===== src/rtl/dispatch_request_queue_pkg.sv =====
// Shared types and error codes for the scheduler-to-execution dispatch queue.
// The request layout mirrors the 103-bit dispatch word sent by warp_schedular.
package dispatch_request_queue_pkg;

    typedef struct packed {
        logic [4:0]  warp_id;
        logic [62:0] instr;
        logic [31:0] pred;
        logic        alu;
        logic        lsu;
        logic        special;
    } dispatch_req_t;

    typedef enum logic [1:0] {
        CLS_ALU     = 2'd0,
        CLS_LSU     = 2'd1,
        CLS_SPECIAL = 2'd2
    } dispatch_class_e;

    // One FIFO slot: full request word plus its decoded class (105 bits).
    typedef struct packed {
        dispatch_req_t   req;
        dispatch_class_e cls;
    } fifo_entry_t;

    localparam logic [31:0] KIANA_SP_ERR_NONE                    = 32'h0000_0000;
    localparam logic [31:0] KIANA_SP_ERR_DISPATCH_QUEUE_OVERFLOW  = 32'h0000_0D01;
    localparam logic [31:0] KIANA_SP_ERR_DISPATCH_QUEUE_BAD_FLAGS = 32'h0000_0D02;
    localparam logic [31:0] KIANA_SP_ERR_DISPATCH_QUEUE_CREDIT    = 32'h0000_0D03;

    // Only meaningful when exactly one flag is set; the caller checks that.
    function automatic dispatch_class_e decode_class(input logic [2:0] flags);
        dispatch_class_e cls;
        if (flags[2])      cls = CLS_ALU;
        else if (flags[1]) cls = CLS_LSU;
        else               cls = CLS_SPECIAL;
        return cls;
    endfunction

endpackage


===== src/rtl/dispatch_request_queue_if.sv =====
// Dispatch bundle: scheduler request side, credit returns and per-unit outputs.
// The queue uses the slave modport; the scheduler/unit side uses master.
interface dispatch_request_queue_if;
    import dispatch_request_queue_pkg::*;

    logic          s_tvalid;
    logic          s_tready;
    dispatch_req_t s_tdata;

    logic          sched_ready_alu;
    logic          sched_ready_lsu;
    logic          sched_ready_special;

    logic [4:0]    m_warp_id;
    logic [62:0]   m_instr;
    logic [31:0]   m_pred;
    logic          m_tvalid_alu;
    logic          m_tvalid_lsu;
    logic          m_tvalid_special;
    logic          m_tready_alu;
    logic          m_tready_lsu;
    logic          m_tready_special;

    modport master (
        output s_tvalid, s_tdata, m_tready_alu, m_tready_lsu, m_tready_special,
        input  s_tready, sched_ready_alu, sched_ready_lsu, sched_ready_special,
        input  m_warp_id, m_instr, m_pred, m_tvalid_alu, m_tvalid_lsu, m_tvalid_special
    );

    modport slave (
        input  s_tvalid, s_tdata, m_tready_alu, m_tready_lsu, m_tready_special,
        output s_tready, sched_ready_alu, sched_ready_lsu, sched_ready_special,
        output m_warp_id, m_instr, m_pred, m_tvalid_alu, m_tvalid_lsu, m_tvalid_special
    );

endinterface


===== src/rtl/dispatch_req_fifo.sv =====
// In-order request buffer: DEPTH entries of payload plus decoded class.
// Full/empty come from the occupancy count alone, so pointers wrap freely.
module dispatch_req_fifo
    import dispatch_request_queue_pkg::*;
#(
    parameter int DEPTH = 8
) (
    input  logic                   clk,
    input  logic                   rst,
    input  logic                   push,
    input  fifo_entry_t            push_data,
    input  logic                   pop,
    output fifo_entry_t            head,
    output logic [$clog2(DEPTH):0] count,
    output logic                   full,
    output logic                   empty
);
    localparam int            AW       = $clog2(DEPTH);
    localparam logic [AW:0]   FULL_CNT = (AW + 1)'(DEPTH);

    fifo_entry_t   mem [DEPTH];
    logic [AW-1:0] wr_ptr;
    logic [AW-1:0] rd_ptr;
    logic          push_en;
    logic          pop_en;

    assign push_en = push && !full;
    assign pop_en  = pop && !empty;

    // NOTE: storage is deliberately not reset; count gates every read, so stale slots never escape.
    always_ff @(posedge clk) begin
        if (push_en) mem[wr_ptr] <= push_data;
    end

    always_ff @(posedge clk) begin
        // NOTE: non-blocking assignments so pointers and count all see pre-edge values.
        if (rst) begin
            wr_ptr <= '0;
            rd_ptr <= '0;
            count  <= '0;
        end else begin
            if (push_en) wr_ptr <= wr_ptr + AW'(1);
            if (pop_en)  rd_ptr <= rd_ptr + AW'(1);
            case ({push_en, pop_en})
                2'b10:   count <= count + (AW + 1)'(1);
                2'b01:   count <= count - (AW + 1)'(1);
                default: ;
            endcase
        end
    end

    assign full  = (count == FULL_CNT);
    assign empty = (count == '0);
    assign head  = mem[rd_ptr];

endmodule


===== src/rtl/dispatch_request_queue.sv =====
// Dispatch receive queue: decodes unit flags, buffers requests in order and
// presents them one at a time to the ALU/LSU/special unit with credit tracking.
module dispatch_request_queue
    import dispatch_request_queue_pkg::*;
#(
    parameter int DEPTH        = 8,
    parameter int MAX_INFLIGHT = 4
) (
    input  logic                    clk,
    input  logic                    rst,
    dispatch_request_queue_if.slave bus,
    output logic [$clog2(DEPTH):0]  count,
    output logic [31:0]             err
);
    // Class counters cover FIFO plus output register, so they can exceed DEPTH by one.
    localparam int            CW      = $clog2(DEPTH) + 2;
    localparam logic [CW-1:0] MAX_CNT = CW'(MAX_INFLIGHT);

    dispatch_req_t   req;
    logic [2:0]      flags;
    logic            flags_ok;
    dispatch_class_e push_cls;
    logic            push;
    logic            pop;
    logic            fifo_full;
    logic            fifo_empty;
    fifo_entry_t     push_entry;
    fifo_entry_t     fifo_head;
    fifo_entry_t     out_entry;
    logic            out_valid;
    logic            out_ready;
    logic            hs;
    logic [2:0]      inc;
    logic [2:0]      dec;
    logic [2:0]      sched_ready;
    logic [CW-1:0]   cnt      [3];
    logic [CW-1:0]   cnt_next [3];
    logic [31:0]     err_next;
    logic            unused_flags;

    assign req        = bus.s_tdata;
    assign flags      = {req.alu, req.lsu, req.special};
    assign flags_ok   = $onehot(flags);
    assign push_cls   = decode_class(flags);
    assign push       = bus.s_tvalid && flags_ok && !fifo_full;
    assign push_entry = '{req: req, cls: push_cls};
    assign bus.s_tready = !fifo_full;

    dispatch_req_fifo #(.DEPTH(DEPTH)) u_fifo (
        .clk       (clk),
        .rst       (rst),
        .push      (push),
        .push_data (push_entry),
        .pop       (pop),
        .head      (fifo_head),
        .count     (count),
        .full      (fifo_full),
        .empty     (fifo_empty)
    );

    always_comb begin
        // NOTE: default first so every path assigns out_ready and no latch is inferred.
        out_ready = 1'b0;
        case (out_entry.cls)
            CLS_ALU:     out_ready = bus.m_tready_alu;
            CLS_LSU:     out_ready = bus.m_tready_lsu;
            CLS_SPECIAL: out_ready = bus.m_tready_special;
            default:     out_ready = 1'b0;
        endcase
    end

    assign hs  = out_valid && out_ready;
    // Refill whenever the register is empty or being drained: zero-bubble streaming.
    assign pop = !fifo_empty && (!out_valid || hs);

    always_comb begin
        inc = '0;
        dec = '0;
        if (push) inc[push_cls]      = 1'b1;
        if (hs)   dec[out_entry.cls] = 1'b1;
        for (int i = 0; i < 3; i++) begin
            cnt_next[i] = cnt[i];
            if (inc[i] && !dec[i])      cnt_next[i] = cnt[i] + CW'(1);
            else if (dec[i] && !inc[i]) cnt_next[i] = cnt[i] - CW'(1);
        end
    end

    always_comb begin
        err_next = KIANA_SP_ERR_NONE;
        if (bus.s_tvalid && !flags_ok)       err_next = KIANA_SP_ERR_DISPATCH_QUEUE_BAD_FLAGS;
        else if (bus.s_tvalid && fifo_full)  err_next = KIANA_SP_ERR_DISPATCH_QUEUE_OVERFLOW;
        else if (push && cnt[push_cls] >= MAX_CNT)
                                             err_next = KIANA_SP_ERR_DISPATCH_QUEUE_CREDIT;
    end

    always_ff @(posedge clk) begin
        if (rst) begin
            out_valid   <= 1'b0;
            out_entry   <= '0;
            cnt         <= '{default: '0};
            sched_ready <= '1;
            err         <= '0;
        end else begin
            if (pop) begin
                out_valid <= 1'b1;
                out_entry <= fifo_head;
            end else if (hs) begin
                out_valid <= 1'b0;
            end
            cnt <= cnt_next;
            for (int i = 0; i < 3; i++) sched_ready[i] <= (cnt_next[i] < MAX_CNT);
            err <= err_next;
        end
    end

    assign bus.m_warp_id           = out_entry.req.warp_id;
    assign bus.m_instr             = out_entry.req.instr;
    assign bus.m_pred              = out_entry.req.pred;
    assign bus.m_tvalid_alu        = out_valid && (out_entry.cls == CLS_ALU);
    assign bus.m_tvalid_lsu        = out_valid && (out_entry.cls == CLS_LSU);
    assign bus.m_tvalid_special    = out_valid && (out_entry.cls == CLS_SPECIAL);
    assign bus.sched_ready_alu     = sched_ready[CLS_ALU];
    assign bus.sched_ready_lsu     = sched_ready[CLS_LSU];
    assign bus.sched_ready_special = sched_ready[CLS_SPECIAL];

    // The raw flag bits are superseded by the stored class once decoded.
    assign unused_flags = &{1'b0, out_entry.req.alu, out_entry.req.lsu, out_entry.req.special};

endmodule


===== src/flat_wrapper.sv =====
// flat-port wrapper written by rule: the top's interface ports become plain ports
module dispatch_request_queue_flat import dispatch_request_queue_pkg::*;
#(
    parameter int DEPTH        = 8,
    parameter int MAX_INFLIGHT = 4
)
  (clk, rst, count, err, bus_s_tvalid, bus_s_tdata, bus_m_tready_alu, bus_m_tready_lsu, bus_m_tready_special, bus_s_tready, bus_sched_ready_alu, bus_sched_ready_lsu, bus_sched_ready_special, bus_m_warp_id, bus_m_instr, bus_m_pred, bus_m_tvalid_alu, bus_m_tvalid_lsu, bus_m_tvalid_special);
  dispatch_request_queue_if bus_i ();
  input  logic clk;
  input  logic rst;
  output logic [$clog2(DEPTH):0] count;
  output logic [31:0] err;
  input wire logic [$bits(bus_i.s_tvalid)-1:0] bus_s_tvalid;
  input wire logic [$bits(bus_i.s_tdata)-1:0] bus_s_tdata;
  input wire logic [$bits(bus_i.m_tready_alu)-1:0] bus_m_tready_alu;
  input wire logic [$bits(bus_i.m_tready_lsu)-1:0] bus_m_tready_lsu;
  input wire logic [$bits(bus_i.m_tready_special)-1:0] bus_m_tready_special;
  output wire logic [$bits(bus_i.s_tready)-1:0] bus_s_tready;
  output wire logic [$bits(bus_i.sched_ready_alu)-1:0] bus_sched_ready_alu;
  output wire logic [$bits(bus_i.sched_ready_lsu)-1:0] bus_sched_ready_lsu;
  output wire logic [$bits(bus_i.sched_ready_special)-1:0] bus_sched_ready_special;
  output wire logic [$bits(bus_i.m_warp_id)-1:0] bus_m_warp_id;
  output wire logic [$bits(bus_i.m_instr)-1:0] bus_m_instr;
  output wire logic [$bits(bus_i.m_pred)-1:0] bus_m_pred;
  output wire logic [$bits(bus_i.m_tvalid_alu)-1:0] bus_m_tvalid_alu;
  output wire logic [$bits(bus_i.m_tvalid_lsu)-1:0] bus_m_tvalid_lsu;
  output wire logic [$bits(bus_i.m_tvalid_special)-1:0] bus_m_tvalid_special;
  assign bus_i.s_tvalid = bus_s_tvalid;
  assign bus_i.s_tdata = bus_s_tdata;
  assign bus_i.m_tready_alu = bus_m_tready_alu;
  assign bus_i.m_tready_lsu = bus_m_tready_lsu;
  assign bus_i.m_tready_special = bus_m_tready_special;
  assign bus_s_tready = bus_i.s_tready;
  assign bus_sched_ready_alu = bus_i.sched_ready_alu;
  assign bus_sched_ready_lsu = bus_i.sched_ready_lsu;
  assign bus_sched_ready_special = bus_i.sched_ready_special;
  assign bus_m_warp_id = bus_i.m_warp_id;
  assign bus_m_instr = bus_i.m_instr;
  assign bus_m_pred = bus_i.m_pred;
  assign bus_m_tvalid_alu = bus_i.m_tvalid_alu;
  assign bus_m_tvalid_lsu = bus_i.m_tvalid_lsu;
  assign bus_m_tvalid_special = bus_i.m_tvalid_special;
  dispatch_request_queue #(.DEPTH(DEPTH), .MAX_INFLIGHT(MAX_INFLIGHT)) u_core (.clk(clk), .rst(rst), .bus(bus_i), .count(count), .err(err));
endmodule

===== config.mk =====
export PLATFORM = sky130hd
export DESIGN_NAME = dispatch_request_queue_flat
export DESIGN_NICKNAME = d
export VERILOG_FILES = /design/src/rtl/dispatch_request_queue_pkg.sv /design/src/rtl/dispatch_request_queue_if.sv /design/src/rtl/dispatch_req_fifo.sv /design/src/rtl/dispatch_request_queue.sv /design/src/flat_wrapper.sv
export SDC_FILE = /design/constraint.sdc
export NUM_CORES = 1
export LEC_CHECK = 0
export ABC_AREA = 1
export CORE_MARGIN = 4
export CORE_UTILIZATION = 59
export DETAILED_ROUTE_END_ITERATION = 10
export PLACE_DENSITY = 0.89
export SLEW_MARGIN = 20
export SYNTH_ARGS = -nofsm -noshare
export SYNTH_HDL_FRONTEND = slang
export SYNTH_SLANG_ARGS = --single-unit
export TNS_END_PERCENT = 10

===== constraint.sdc =====
create_clock -name clk -period 10.2 [get_ports clk]
set_input_delay 2.04 -clock clk [delete_from_list [all_inputs] [get_ports clk]]
set_output_delay 2.04 -clock clk [all_outputs]
set_load 0.005 [all_outputs]

==> flow_summary.json, run 1 <==
{
  "run_status": "finished, final reports clean",
  "startpoint_type": "input pin",
  "hold_viol": 0,
  "drt-total-wl_mm": 90.59,
  "clk_pin_slew_worst_paths_ns": 0.06,
  "post-place-ws_ns": 3.721,
  "crit_path_max_fanout": 51,
  "track_usage_pct": 25.07,
  "r2r_slack_ns": 6.41,
  "grt_pass1_vias": 25649,
  "io_pins": 252,
  "worstSetupPathType": "in -> reg",
  "first_pass_iters": 6,
  "slew_headroom_pct": 20.42,
  "clock_path_buffers": 3,
  "layout.cells.non_filler": 4558,
  "worst_slew_pin_slew_ns": 1.194,
  "most-common-layout-cells": "nand2_1 (1193), edfxtp_1 (816), nand3_1 (636), nor2_1 (247), clkdlybuf4s50_1 (224)",
  "rr_worst_depth": 8,
  "ctsResizeCount": 0,
  "setup-violations-final": 0,
  "finClkSkew_ns": 0.02069,
  "grt_max_degree": 251,
  "max_freq_ghz": 0.1705,
  "place.gp.congestion": 0.8010,
  "hp-class": "reg -> reg",
  "cp-end-kind": "register",
  "maxSlewViolCount": 0,
  "placed_cells": 4388,
  "nFillCells": 4165,
  "hold_path_end": "u_core.u_fifo.wr_ptr[0]",
  "drv_cap": 0,
  "setup_slack_ns": 4.336,
  "finalCriticalPeriod_ns": 5.864,
  "cts_made_buffers": 90,
  "vdd_drop_max_mv": 0.2350,
  "layout_commonest_cell": "nand2_1",
  "area_growth_pct": 12.49,
  "drt_iter0_markers": 3225,
  "rsz0062_at_grt": "no",
  "core-area_sq_mm": 0.06481,
  "ys_ff_latch": 950,
  "dieArea_sq_mm": 0.07005,
  "antenna_found_initial": 11,
  "cts.sinks": 950,
  "ys.warnings.count": 0,
  "worstPathRequired_ns": 10.46,
  "routedWlPerCell_microns": 19.87,
  "die_h_microns": 264.7,
  "r2r_end": "u_core.u_fifo.mem[6][22]",
  "vias_per_cell": 5.737,
  "grt_pass1_wl_mm": 139.4,
  "drive_above_1_share_pct": 4.622,
  "post_cts_buffers": 0,
  "cts_tree": "yes",
  "overflow": 0,
  "dp_hpwl_mm": 48.18,
  "layout.nets": 3753,
  "port_buffers": 224,
  "rows": 93,
  "cts_max_level": 3,
  "start_util_pct": 59.97,
  "p_leak_nw": 16.52,
  "avgSynthCellArea_sq_um": 10.85,
  "r2r_start": "u_core.u_fifo.count[0]",
  "synth-seq-area-share_pct": 69.95,
  "die_w_microns": 264.7,
  "drcViolationCount": 0,
  "tns_ns": 0,
  "critPathArrivalTime_ns": 6.13,
  "clkLatencyLatePin_ns": 0.64,
  "antenna_left": 0,
  "cts_root_buf": "clkbuf_16",
  "post-route-period-util_pct": 57.49,
  "power.density_mw_per_mm2": 254.3,
  "netlist_instances": 3582,
  "syn_area_sq_mm": 0.03887,
  "worst_hold_startpoint": "u_core.u_fifo.wr_ptr[0]",
  "dr_total_vias": 26150,
  "ys_types": 26,
  "hold_buffers": 0,
  "min_path_cells": 2
}
## synth_stat cells
cell      count  area, sq um
inv_1       152        570.6
xnor2_1       5        43.79
o211ai_1      1        7.510
conb_1        1        3.750
nand3b_1      2        15.01
nor3_1        4        20.02
xor2_1        1        8.760
ha_1         17        212.7
fa_1          2        40.04
buf_4       145         1089
nor2_2        1        6.260
dfxtp_1     134         2683
inv_2         3        11.26
buf_2       115        575.6
nand4_1       7        43.79
a21oi_1      15        75.07
nand3_1     636         3183
nand4_4       1        21.27
buf_1        16        60.06
nand2_4       1        11.26
edfxtp_1    816        24500
nand2_1    1193         4478
nor2_1      255        957.2
buf_6         2        22.52
o21ai_0       9        45.04
clkbuf_1     48        180.2
## sequential cells by signal, summed over array words and instances, names as in the netlist
| signal | flops |
|---|---|
| u_core.bus.m_instr | 63 |
| u_core.bus.m_pred | 32 |
| u_core.bus.m_warp_id | 5 |
| u_core.cnt | 15 |
| u_core.err | 3 |
| u_core.out_entry | 2 |
| u_core.out_valid | 1 |
| u_core.sched_ready | 3 |
| u_core.u_fifo.count | 4 |
| u_core.u_fifo.mem | 816 |
| u_core.u_fifo.rd_ptr | 3 |
| u_core.u_fifo.wr_ptr | 3 |
## worst max-delay path, cell delays in order
cell and delay, ns:
clkdlybuf4s50_1 0.54, inv_1 0.09, fa_1 0.44, inv_1 0.08, nand2_1 0.08, nor2_1 0.09, nand2_1 0.21, inv_1 0.22
nand2_1 0.30, nor2_4 0.66, buf_4 0.80, buf_4 0.56
## cells by family (layout without fill, tap and decap cells)
logic type / after synthesis / in the layout / share of synthesized area [%]
fa+ha+maj: 19 / 19 / 0.6503
other cells: 1 / 30 / 0.009648
xor+xnor: 6 / 6 / 0.1352
simple gates: 2100 / 2100 / 22.48
buf+inv: 481 / 573 / 6.454
compound gates: 25 / 25 / 0.3283
flops: 950 / 950 / 69.95
## how the worst max path moves through the flow
stage | slack (ns) | startpoint | end | cells after the start
global placement | 3.79 | bus_s_tdata[2] | u_core.u_fifo.mem[6][61] | 12
CTS | 4.35 | bus_s_tdata[2] | u_core.u_fifo.mem[6][29] | 12
detailed placement | 3.72 | bus_s_tdata[2] | u_core.u_fifo.mem[6][8] | 12
finish | 4.34 | bus_s_tdata[2] | u_core.u_fifo.mem[6][22] | 12
global route | 4.06 | bus_s_tdata[2] | u_core.u_fifo.mem[6][23] | 12
floorplan | 2.25 | bus_s_tdata[0] | u_core.u_fifo.mem[0][0] | 9
## stage by stage
step | total power, W | utilization, % | hold WS (ns) | cell area, sq um
detailed placement | 0.007705 | 62.76 | 0.4826 | 40680
global route | 0.01169 | 67.45 | 0.5256 | 43720
finish | 0.01112 | 67.46 | 0.4917 | 43720
global placement | 0.007587 | 62.76 | 0.4747 | 40680
CTS | 0.01112 | 67.44 | 0.4912 | 43710
floorplan | 0.006903 | - | 0.4627 | 38960
## layout make-up
| cell class | instances | area (sq um) | share of cell area (%) |
|---|---|---|---|
| Clock inverter | 48 | 579.3 | 1.325 |
| Antenna cell | 3 | 7.507 | 0.01717 |
| Tap cell | 855 | 1070 | 2.447 |
| Sequential cell | 950 | 27200 | 62.21 |
| Timing Repair Buffer | 251 | 2474 | 5.658 |
| Multi-Input combinational cell | 2177 | 9339 | 21.36 |
| Inverter | 155 | 599.3 | 1.371 |
| Clock buffer | 119 | 2455 | 5.615 |
## report_power, final
part,internal (W),switching [W]
clock network,0.00200,0.00141
registers,0.00444,0.000171
logic,0.00106,0.00203
total,0.00751,0.00361
## per-layer routing
| layer | wire length [microns] | GRT usage [%] | part of all wire (%) | up-vias |
|---|---|---|---|---|
| li1 | - | - | - | 11961 |
| met4 | 2404 | 8.395 | 2.7 | 12 |
| met5 | 72 | 0 | 0.079 | - |
| met3 | 8670 | 4.223 | 9.6 | 206 |
| met2 | 46670 | 43.92 | 52 | 1585 |
| met1 | 32770 | 32.06 | 36 | 12386 |
No activity file was read; power rests on OpenSTA's default activity.
==> run 2, diff against run 1 <==
==> constraint.sdc (replaced) <==
create_clock -name clk -period 5.48 [get_ports clk]
set_input_delay 1.096 -clock clk [delete_from_list [all_inputs] [get_ports clk]]
set_output_delay 1.096 -clock clk [all_outputs]
set_load 0.005 [all_outputs]
==> run 2 against run 1 <==
Worst setup slack worse by 2.6 ns. Sequential share of layout area down 0.61 points. Flip-flop and latch count unchanged. Wire length down 3.5%. Core utilization up 0.67 points. Clock skew up 0.012 ns. Register-to-register slack worse by 3.9 ns. Non-clock buffer count up 9. Critical endpoint is now u_core.u_fifo.mem[2][28].
==> flow_summary.json, run 2 (synthesis gave the netlist of run 1 again) <==
{
  "worst_hold_startpoint": "u_core.u_fifo.wr_ptr[0]",
  "maxSlewViolCount": 0,
  "clk_pin_slew_worst_paths_ns": 0.06,
  "rsz0062_at_grt": "no",
  "hold_viol": 0,
  "grt_max_degree": 220,
  "area_growth_pct": 13.61,
  "place.gp.congestion": 0.7660,
  "p_leak_nw": 16.68,
  "antenna_found_initial": 6,
  "most-common-layout-cells": "nand2_1 (1193), edfxtp_1 (816), nand3_1 (636), nor2_1 (247), clkdlybuf4s50_1 (224)",
  "finClkSkew_ns": 0.03290,
  "worstPathRequired_ns": 5.81,
  "swShare_pct": 32.30,
  "regMostFlops": "u_core.u_fifo.mem",
  "dr_total_vias": 25704,
  "ctsResizeCount": 0,
  "drt-total-wl_mm": 87.41,
  "hold_buffers": 0,
  "tns_ns": 0,
  "vias_per_cell": 5.609,
  "crit_path_max_fanout": 31,
  "rows": 93,
  "grt_pass1_wl_mm": 136.3,
  "cts_root_buf": "clkbuf_16",
  "die_w_microns": 264.7,
  "overflow": 0,
  "post_cts_buffers": 0,
  "max_freq_ghz": 0.2701,
  "dieArea_sq_mm": 0.07005,
  "hp-class": "reg -> reg",
  "worstSetupPathType": "in -> reg",
  "antenna_left": 0,
  "drcViolationCount": 0,
  "clockPowerShare_pct": 31.5,
  "clock_path_buffers": 3,
  "min_path_cells": 2,
  "vdd_drop_max_mv": 0.3886,
  "r2r_start": "u_core.u_fifo.rd_ptr[1]",
  "comb_power_share_pct": 27.1,
  "finalCriticalPeriod_ns": 3.702,
  "die_h_microns": 264.7,
  "routedWlPerCell_microns": 19.07,
  "rr_worst_depth": 8,
  "track_usage_pct": 24.29,
  "layout_commonest_cell": "nand2_1",
  "largest_reg_flops": 816,
  "startpoint_type": "input pin",
  "critPathArrivalTime_ns": 4.03,
  "setup-violations-final": 0,
  "p_int_w": 0.01410,
  "hold_path_end": "u_core.u_fifo.wr_ptr[0]",
  "clkLatencyLatePin_ns": 0.66,
  "first_pass_iters": 6,
  "cts.sinks": 950,
  "start_util_pct": 59.97,
  "grt_pass1_vias": 25721,
  "cp-end-kind": "register",
  "cts_made_buffers": 95,
  "switchingPower_w": 0.006728,
  "power.share.sequential_pct": 41.3,
  "drv_cap": 0,
  "cts_tree": "yes",
  "port_buffers": 224,
  "cts_max_level": 3,
  "layout.nets": 3767,
  "r2r_slack_ns": 2.47,
  "core-area_sq_mm": 0.06481,
  "power.density_mw_per_mm2": 471.7,
  "io_pins": 252,
  "run_status": "finished, final reports clean",
  "finalPower_w": 0.02083,
  "drt_iter0_markers": 2830,
  "drive_above_1_share_pct": 5.323,
  "r2r_end": "u_core.u_fifo.rd_ptr[2]",
  "worst_slew_pin_slew_ns": 1.202,
  "post-route-period-util_pct": 67.56,
  "nFillCells": 4247,
  "dp_hpwl_mm": 46.84,
  "slew_headroom_pct": 19.86
}
run 2: cell type report:
class / count / area, sq um / area share, %
Antenna cell: 8 / 20.02 / 0.04534
Clock buffer: 121 / 2569 / 5.817
Clock inverter: 57 / 599.3 / 1.357
Inverter: 155 / 599.3 / 1.357
Multi-Input combinational cell: 2177 / 9339 / 21.15
Sequential cell: 950 / 27200 / 61.59
Tap cell: 855 / 1070 / 2.423
Timing Repair Buffer: 260 / 2763 / 6.257
run 2: power by group through the flow:
stage / combinational [W] / sequential [W] / clock (W)
finish: 0.00565 / 0.00861 / 0.00657
global route: 0.00631 / 0.00866 / 0.00696
floorplan: 0.00427 / 0.00858 / 0
detailed placement: 0.00550 / 0.00875 / 0
global placement: 0.00531 / 0.00874 / 0
CTS: 0.00562 / 0.00860 / 0.00664
run 2: worst max-delay path: stages:
cell and delay, ns:
clkdlybuf4s50_1 0.51, inv_1 0.08, fa_1 0.44, inv_1 0.07, nand2_1 0.05, nor2_1 0.09, nand2_1 0.21, inv_1 0.21
nand2_1 0.28, nor2_4 0.64, buf_12 0.30
run 2: through the flow:
step	utilization (%)	hold WS, ns	std cells	setup WS (ns)	area, sq um
2_1_floorplan	-	0.4627	3608	-1.525	38960
3_3_place_gp	63.21	0.4767	4397	1.162	40970
3_5_place_dp	63.21	0.4903	4397	1.157	40970
4_1_cts	68.10	0.4993	4575	1.806	44140
5_1_grt	68.11	0.5307	4579	1.598	44150
6_report	68.13	0.5051	4583	1.778	44160
run 2: routing by layer:
metal / global-route usage [%] / share of wire [%]
met1: 30.94 / 38
met2: 41.79 / 51
met3: 4.084 / 8.4
met4: 9.994 / 2.7
met5: 0 / 0
run 2: how the worst max path moves through the flow:
stage | startpoint | to | slack [ns] | cells after the start
after floorplan | bus_s_tdata[0] | u_core.u_fifo.mem[0][0] | -1.52 | 9
after global placement | bus_s_tdata[2] | u_core.u_fifo.mem[0][28] | 1.16 | 11
after detailed placement | bus_s_tdata[2] | u_core.u_fifo.mem[0][30] | 1.16 | 11
after CTS | bus_s_tdata[2] | u_core.u_fifo.mem[0][30] | 1.81 | 11
after global routing | bus_s_tdata[2] | u_core.u_fifo.mem[0][31] | 1.60 | 11
final | bus_s_tdata[2] | u_core.u_fifo.mem[2][28] | 1.78 | 11
==> run 3, diff against run 2 <==
--- a/config.mk
+++ b/config.mk
@@ -7,9 +7,9 @@
 export LEC_CHECK = 0
 export ABC_AREA = 1
 export CORE_MARGIN = 4
-export CORE_UTILIZATION = 59
+export CORE_UTILIZATION = 53
 export DETAILED_ROUTE_END_ITERATION = 10
-export PLACE_DENSITY = 0.89
+export PLACE_DENSITY = 0.84
 export SLEW_MARGIN = 20
 export SYNTH_ARGS = -nofsm -noshare
 export SYNTH_HDL_FRONTEND = slang
==> constraint.sdc (replaced) <==
create_clock -name clk -period 3.1 [get_ports clk]
set_input_delay 0.62 -clock clk [delete_from_list [all_inputs] [get_ports clk]]
set_output_delay 0.62 -clock clk [all_outputs]
set_load 0.005 [all_outputs]
==> run 3 against run 2 <==
Worst setup slack got worse by 1.4 ns. Total power up 78%. Final cell count increased by 4.0%. First-iteration DRC count rose by 5.9%. Wire length increased by 7.3%. Register-to-register slack got worse by 1.5 ns. Global-route usage shrank 0.66 points. Via count up 2.5%. Flip-flop and latch count stayed put. Clock-buffer cell count decreased by 6. Critical path depth up 6. Die area grew 11%. Largest power group unchanged.
==> flow_summary.json, run 3 (synthesis gave the netlist of run 1 again) <==
{
  "run_status": "finished, final reports clean",
  "drt_iter0_markers": 2997,
  "worstSetupPathType": "in -> reg",
  "clkLatencyLatePin_ns": 0.66,
  "post_cts_buffers": 0,
  "layout_commonest_cell": "nand2_1",
  "maxSlewViolCount": 0,
  "dr_total_vias": 26338,
  "cp-end-kind": "register",
  "drt-total-wl_mm": 93.78,
  "power.share.sequential_pct": 40.6,
  "max_freq_ghz": 0.3729,
  "clock_path_buffers": 3,
  "dieArea_sq_mm": 0.07773,
  "grt_max_degree": 207,
  "switchingPower_w": 0.01218,
  "track_usage_pct": 23.63,
  "crit_path_max_fanout": 5,
  "antenna_found_initial": 13,
  "first_pass_iters": 6,
  "slew_headroom_pct": 28.66,
  "overflow": 0,
  "ctsResizeCount": 0,
  "timing.hold.ws_ns": 0.5036,
  "dp_hpwl_mm": 55.61,
  "rsz0062_at_grt": "no",
  "post-route-period-util_pct": 86.51,
  "regMostFlops": "u_core.u_fifo.mem",
  "start_util_pct": 53.36,
  "drcViolationCount": 0,
  "grt_pass1_vias": 25926,
  "startpoint_type": "input pin",
  "rows": 99,
  "antenna_left": 0,
  "area_growth_pct": 16.82,
  "core-area_sq_mm": 0.07283,
  "tns_ns": 0,
  "die_w_microns": 278.8,
  "clockPowerShare_pct": 30.7,
  "worstPathRequired_ns": 3.63,
  "vdd_drop_max_mv": 0.6766,
  "die_h_microns": 278.8,
  "drv_cap": 0,
  "critPathArrivalTime_ns": 3.22,
  "vias_per_cell": 5.526,
  "finClkSkew_ns": 0.03065,
  "clk_pin_slew_worst_paths_ns": 0.06,
  "place_area_sq_mm": 0.04227,
  "hp-class": "reg -> reg",
  "cts_root_buf": "clkbuf_16",
  "routedWlPerCell_microns": 19.68,
  "hold_buffers": 0,
  "drive_above_1_share_pct": 7.455,
  "io_pins": 252,
  "swShare_pct": 32.91,
  "p_leak_nw": 17.22,
  "setup-violations-final": 0,
  "layout.nets": 3848,
  "finalCriticalPeriod_ns": 2.682,
  "cts.sinks": 950,
  "cts_max_level": 3,
  "cts_tree": "yes",
  "comb_power_share_pct": 28.7,
  "port_buffers": 224,
  "largest_reg_flops": 816,
  "power.density_mw_per_mm2": 815.0,
  "grt_pass1_wl_mm": 145.0,
  "p_int_w": 0.02483,
  "fin_area_sq_mm": 0.04540,
  "hold_viol": 0,
  "worst_slew_pin_slew_ns": 1.070,
  "place.gp.congestion": 0.8104,
  "cts_made_buffers": 94,
  "most-common-layout-cells": "nand2_1 (1191), edfxtp_1 (816), nand3_1 (636), nor2_1 (246), clkdlybuf4s50_1 (224)"
}
## run 3: path summary, 6_finish.rpt
kind,startpoint,end,slack [ns],depth (start not counted)
worst min register to register,u_core.u_fifo.wr_ptr[0],u_core.u_fifo.wr_ptr[0],0.50,2
worst max-delay path,bus_s_tdata[2],u_core.sched_ready[1],0.42,17
worst min-delay path,u_core.u_fifo.wr_ptr[0],u_core.u_fifo.wr_ptr[0],0.50,2
worst max register to register,u_core.u_fifo.count[0],u_core.u_fifo.count[3],0.93,14
## run 3: power by group through the flow
stage	clock network, W	logic (W)	registers (W)
final	0.0114	0.0106	0.0150
after global routing	0.0121	0.0118	0.0151
after CTS	0.0115	0.0107	0.0150
after detailed placement	0	0.0105	0.0153
after global placement	0	0.0102	0.0153
after floorplan	0	0.00755	0.0152
## run 3: cell type report
type,count,area (sq um)
inverter,155,606.8
clock inverter,57,515.5
timing repair buffer,342,3916
multi-input combinational,2177,9351
clock buffer,115,2590
antenna,11,27.53
fill,5240,27430
tap,959,1200
sequential,950,27200
## run 3: metrics by stage
step           util, %  power (W)  cells  setup WS (ns)
2_1_floorplan        -    0.02271   3608        -0.5157
3_3_place_gp     58.04    0.02552   4583        -0.2130
3_5_place_dp     58.04    0.02581   4583        -0.2288
4_1_cts          62.30    0.03717   4755         0.4557
5_1_grt          62.32    0.03898   4760         0.2058
6_report         62.34    0.03701   4766         0.4180
## run 3: worst max-delay path, cell delays in order
cell and delay, ns:
clkdlybuf4s50_1 0.60, inv_8 0.04, fa_1 0.53, inv_1 0.04, nand2_1 0.06, nor2_1 0.05, nand2_2 0.13, inv_2 0.11
nand2_1 0.10, inv_1 0.05, ha_1 0.25, nor2_1 0.20, nand3_1 0.12, nand3_1 0.08, nand3_1 0.10, nand2_1 0.09
nor2_1 0.04
## run 3: metal layers
layer | vias to the layer above | routed length [microns] | global-route usage [%]
met3 | 206 | 7506 | 3.980
met2 | 1311 | 47860 | 40.76
met1 | 12627 | 35370 | 30.17
met4 | 8 | 2968 | 9.059
li1 | 12186 | - | -
met5 | - | 73 | 0
